<file path="src/rtl/fifo_wr_arbiter_pkg.sv">
// Shared definitions for the FIFO write/read controllers: default widths and
// the two-state write FSM encoding.
package fifo_wr_arbiter_pkg;

  localparam int unsigned DefDataW = 8;
  localparam int unsigned DefAddrW = 3;
  localparam int unsigned DefPtrW  = DefAddrW + 1;

  typedef enum logic [0:0] {
    StIdle  = 1'b0,
    StWrite = 1'b1
  } wr_state_e;

endpackage

</file>
<file path="src/rtl/fifo_wr_arbiter_rr_arb2.sv">
// Two-way round-robin pick. A lone requester wins outright; when both request,
// the one that did not win last time is chosen.
module rr_arb2 (
  input  logic req0,
  input  logic req1,
  input  logic last_winner,
  output logic valid,
  output logic winner
);

  // Combinational pick: winner is the requester index, meaningful only when valid.
  always_comb begin
    valid  = req0 | req1;
    winner = 1'b0;
    if (req0 && req1) begin
      winner = ~last_winner;
    end else if (req1) begin
      winner = 1'b1;
    end
  end

endmodule

</file>
<file path="src/rtl/fifo_wr_arbiter.sv">
// Write side of an async FIFO shared by two requesters. Each accepted item
// takes two cycles: capture in IDLE, RAM write plus grant pulse in WRITE.
module fifo_wr_arbiter
  import fifo_wr_arbiter_pkg::*;
#(
  parameter int unsigned DATA_W = DefDataW,
  parameter int unsigned ADDR_W = DefAddrW
) (
  input  logic              clk,
  input  logic              rstn,
  input  logic              req0,
  input  logic [DATA_W-1:0] data0,
  output logic              gnt0,
  input  logic              req1,
  input  logic [DATA_W-1:0] data1,
  output logic              gnt1,
  input  logic [ADDR_W:0]   rptr_sync,
  output logic              wen,
  output logic [ADDR_W-1:0] waddr,
  output logic [DATA_W-1:0] wdata,
  output logic [ADDR_W:0]   wptr,
  output logic              full
);

  localparam int unsigned PTR_W = ADDR_W + 1;

  wr_state_e         state_q;
  logic              last_winner_q;
  logic [PTR_W-1:0]  wptr_q;
  logic [ADDR_W-1:0] waddr_q;
  logic [DATA_W-1:0] wdata_q;
  logic              wen_q;
  logic              gnt0_q;
  logic              gnt1_q;

  logic arb_valid;
  logic arb_winner;

  rr_arb2 u_rr_arb2 (
    .req0        (req0),
    .req1        (req1),
    .last_winner (last_winner_q),
    .valid       (arb_valid),
    .winner      (arb_winner)
  );

  // Full when pointers differ only in the wrap bit.
  always_comb begin
    full = (wptr_q[ADDR_W] != rptr_sync[ADDR_W]) &&
           (wptr_q[ADDR_W-1:0] == rptr_sync[ADDR_W-1:0]);
  end

  // Write FSM with registered RAM-side outputs; reset aborts any write in flight.
  always_ff @(posedge clk or negedge rstn) begin
    if (!rstn) begin
      state_q       <= StIdle;
      last_winner_q <= 1'b1;
      wptr_q        <= '0;
      waddr_q       <= '0;
      wdata_q       <= '0;
      wen_q         <= 1'b0;
      gnt0_q        <= 1'b0;
      gnt1_q        <= 1'b0;
    end else begin
      unique case (state_q)
        StIdle: begin
          if (!full && arb_valid) begin
            state_q       <= StWrite;
            last_winner_q <= arb_winner;
            wdata_q       <= arb_winner ? data1 : data0;
            waddr_q       <= wptr_q[ADDR_W-1:0];
            wen_q         <= 1'b1;
            gnt0_q        <= ~arb_winner;
            gnt1_q        <= arb_winner;
          end
        end
        StWrite: begin
          // Requests are not sampled here; the pointer advances as the write retires.
          state_q <= StIdle;
          wptr_q  <= wptr_q + PTR_W'(1);
          wen_q   <= 1'b0;
          gnt0_q  <= 1'b0;
          gnt1_q  <= 1'b0;
        end
        default: begin
          state_q <= StIdle;
          wen_q   <= 1'b0;
          gnt0_q  <= 1'b0;
          gnt1_q  <= 1'b0;
        end
      endcase
    end
  end

  // Drive ports straight from registers.
  always_comb begin
    wen   = wen_q;
    gnt0  = gnt0_q;
    gnt1  = gnt1_q;
    waddr = waddr_q;
    wdata = wdata_q;
    wptr  = wptr_q;
  end

endmodule

</file>
<file path="config.mk">
export PLATFORM = sky130hd
export DESIGN_NAME = fifo_wr_arbiter
export DESIGN_NICKNAME = d
export VERILOG_FILES = /design/src/rtl/fifo_wr_arbiter_pkg.sv /design/src/rtl/fifo_wr_arbiter_rr_arb2.sv /design/src/rtl/fifo_wr_arbiter.sv
export SDC_FILE = /design/constraint.sdc
export NUM_CORES = 1
export LEC_CHECK = 0
export CORE_MARGIN = 4
export CORE_UTILIZATION = 44
export CTS_CLUSTER_SIZE = 25
export DETAILED_ROUTE_END_ITERATION = 10
export HOLD_SLACK_MARGIN = 0.05
export PLACE_DENSITY = 0.83
export RECOVER_POWER = 25
export SLEW_MARGIN = 20
export SYNTH_ARGS = -nofsm -noshare
export SYNTH_HDL_FRONTEND = slang
export SYNTH_HIERARCHICAL = 1
export SYNTH_SLANG_ARGS = --single-unit
</file>
<file path="constraint.sdc">
create_clock -name clk -period 4.7 [get_ports clk]
set_clock_uncertainty 0.2 [all_clocks]
set_input_delay 0.94 -clock clk [delete_from_list [all_inputs] [get_ports clk]]
set_output_delay 0.94 -clock clk [all_outputs]
set_load 0.05 [all_outputs]
</file>
==> run_results.csv <==
group,metric,value,unit
logic_synthesis,synth.top_cell.area_share,0.487,
min_path,min_to,"wen",
final_layout,fin_util,0.716,
cts,clock-root-buffer,"clkbuf_4",
sta,fin_crit_sh,0.807,
cts,cts_hold_buffers,0,
worst_setup_path,slowest_delay,0.84,ns
die,start_util,0.479,
placed_design,io_buffers,42,
cts,htreeDepth,1,
min_path,hp-start,"wen",
cts,clock_sinks,20,
drt,antenna_left,0,
logic_synthesis,syn_inst,67,
global_route,grt_pass1_vias,735,
final_layout,synthToLayoutAreaGrowth,49.6,%
final_layout,nFillCells,158,
sta,rsz0062_at_grt,"false",
logic_synthesis,ys.flop_type,"dfrtp_1",
drt,vias,699,
power_and_ir_drop,peakVddDrop,0.530,mV
worst_setup_path,worstReg2RegStart,"last_winner_q",
die,fp.dieArea,0.00304,mm2
placed_design,gp_congestion,0.711,
cts,cts_buffer_depth,2,
worst_setup_path,worstPathCellList,"clkdlybuf4s50_1 -> xor2_1 -> nor4_1 -> clkdlybuf4s50_1",
logic_synthesis,ys_warn_count,6,
final_layout,drive_gt1_frac,0.264,
sta,timing.final.hold_violations,0,
logic_synthesis,netlist_top_cells_count,"dfrtp_1, mux2_2, mux2_4, xor2_1",
die,rows,16,
cts,path_clk_slew,0.12,ns
logic_synthesis,synth_edf_count,0,
global_route,grt_pass1_wl,3110,um
final_layout,final_cell_area,0.00146,mm2
worst_setup_path,cp_num_buf_inv,2,
job,drv_cap,0,
sta,finalSetupTns,0,ns
worst_setup_path,r2r-end,"wdata[5]",
cts,cts_tree,"done",
worst_setup_path,cp.arrival,2.65,ns
sta,max-slew-margin-rel,0.353,
logic_synthesis,post_synth.cell_area_avg,14.6,um2
drt,drc,0,
drt,drt_iter0_markers,6,
global_route,grt_max_degree,21,
final_layout,diodes,0,
worst_setup_path,reg2reg_depth,3,
worst_setup_path,startpoint_type,"primary input",
sta,worst_slew_pin_slew,0.969,ns
drt,drt-total-wl,2040,um
global_route,grt_use_total,0.145,
worst_setup_path,crit_top_cell,"clkdlybuf4s50_1",
die,die_h,55.1,um
logic_synthesis,ys_types,21,
final_layout,fin_nets,136,
placed_design,dpl_cell_area,0.00141,mm2
die,die_x,55.1,um
drt,firstDrtPassIters,4,
power_and_ir_drop,p_per_area,817,mW/mm2
worst_setup_path,worstPathRequired,3.56,ns
logic_synthesis,synth_seq_cells,20,
cts,postCtsSetupBuffers,0,
logic_synthesis,yosys.area.top_type,"dfrtp_1",
worst_setup_path,slowest_stage,"clkdlybuf4s50_1",
worst_setup_path,worst-setup-path-type,"in -> out",
cts,insertion_delay,0.30,ns
cts,postCtsResizedCells,0,
run_status,status,"finished, final reports clean",
sta,fmax,0.264,GHz
sta,setup_violations,0,
power_and_ir_drop,p_leak,0.613,nW
logic_synthesis,synth.area.top_cells,"dfrtp_1, mux2_2, mux2_4, xor2_1, dfstp_2",
logic_synthesis,netlist_area,977,um2
worst_setup_path,end_kind,"output port",
worst_setup_path,crit_fanout,3,
worst_setup_path,ff2ff_setup_slack,2.56,ns
global_route,antenna_found_initial,0,
logic_synthesis,ys_async_sr_fraction,1.00,
drt,wire_per_inst,14.9,um
logic_synthesis,synth_nets,92,
logic_synthesis,ys_seq_area_frac,0.513,
worst_setup_path,crit_family,"buffers and inverters",
min_path,worstHoldPathType,"reg -> reg",
drt,viasPerCell,5.10,
die,io_pins,43,
cts,cts_made_buffers,3,
sta,final.min_clock_period,3.79,ns
global_route,grt_overflow_total,0,
logic_synthesis,synth.most_common_cell,"dfrtp_1",
die,coreArea,0.00204,mm2
sta,slew_violations,0,
min_path,whs_path_depth,2,
-- layout by cell type (no fill, tap or decap), drive strengths merged --
cell	instances
nor2	1
nor4	1
xor2	4
mux2	22
nand2	1
o41a	1
or2	1
inv	1
nor2b	3
nand4	1
dfrtp	19
clkbuf	3
xnor2	3
bufinv	1
a22o	1
ha	1
a21oi	1
a21boi	1
o41ai	1
dlygate4sd3	1
clkdlybuf4s50	41
dfstp	1
-- layout make-up --
type | instances | area [um2] | area share
Clock buffer | 3 | 22.5 | 0.0154
Clock inverter | 1 | 30.0 | 0.0205
Inverter | 1 | 3.75 | 0.00257
Multi-Input combinational cell | 43 | 449 | 0.307
Sequential cell | 20 | 502 | 0.343
Tap cell | 27 | 33.8 | 0.0231
Timing Repair Buffer | 42 | 420 | 0.288
-- worst max-delay path by stage --
stage,to,depth (start not counted),startpoint,slack (ns)
after floorplan,full,2,rptr_sync[2],0.88
after global placement,full,4,rptr_sync[2],0.93
after detailed placement,full,4,rptr_sync[2],0.90
after CTS,full,4,rptr_sync[2],0.90
after global routing,full,4,rptr_sync[2],0.85
final,full,4,rptr_sync[2],0.91
-- where the power goes --
part	switching [W]	internal [W]	total, W
registers	0.0000744	0.000263	0.000337
logic	0.000418	0.000299	0.000717
clock network	0.0000543	0.0000862	0.000140
total	0.000546	0.000648	0.00119
-- kinds of logic after synthesis --
family,after synthesis,synth area share
flops,20,0.513
compound gates,5,0.0538
xor+xnor,7,0.0627
simple gates,8,0.0461
buf+inv,4,0.0269
fa+ha+maj,1,0.0128
mux,22,0.284
-- metal layers --
layer | share of wire | wire length [um] | GRT usage | vias to the layer above
met2 | 0.46 | 939 | 0.248 | 36
met3 | 0.12 | 245 | 0.0563 | 3
met5 | 0 | 0 | 0 | -
met4 | 0.0069 | 14 | 0.0486 | 0
li1 | - | - | - | 321
met1 | 0.41 | 843 | 0.166 | 339
-- worst register-to-register path: stages (launching register included) --
cell,delay [ns]
dfstp_2,0.39
a21boi_1,0.76
mux2_2,0.42
mux2_2,0.27
-- flip-flops by register name, indices dropped and copies added, names as in the netlist --
name,flops
wptr,4
wen,1
waddr,3
state_q,1
wdata,8
gnt0,1
gnt1,1
last_winner_q,1
-- metrics by stage --
| stage | std cells | total power [W] | hold WS, ns | setup WS [ns] |
|---|---|---|---|---|
| global placement | 133 | 0.00105 | 0.292 | 0.929 |
| detailed placement | 133 | 0.00106 | 0.291 | 0.903 |
| CTS | 137 | 0.00121 | 0.322 | 0.900 |
| floorplan | 67 | 0.000847 | 0.411 | 0.880 |
| global route | 137 | 0.00125 | 0.340 | 0.849 |
| finish | 137 | 0.00119 | 0.317 | 0.906 |
(Power assumes the default switching activity.)
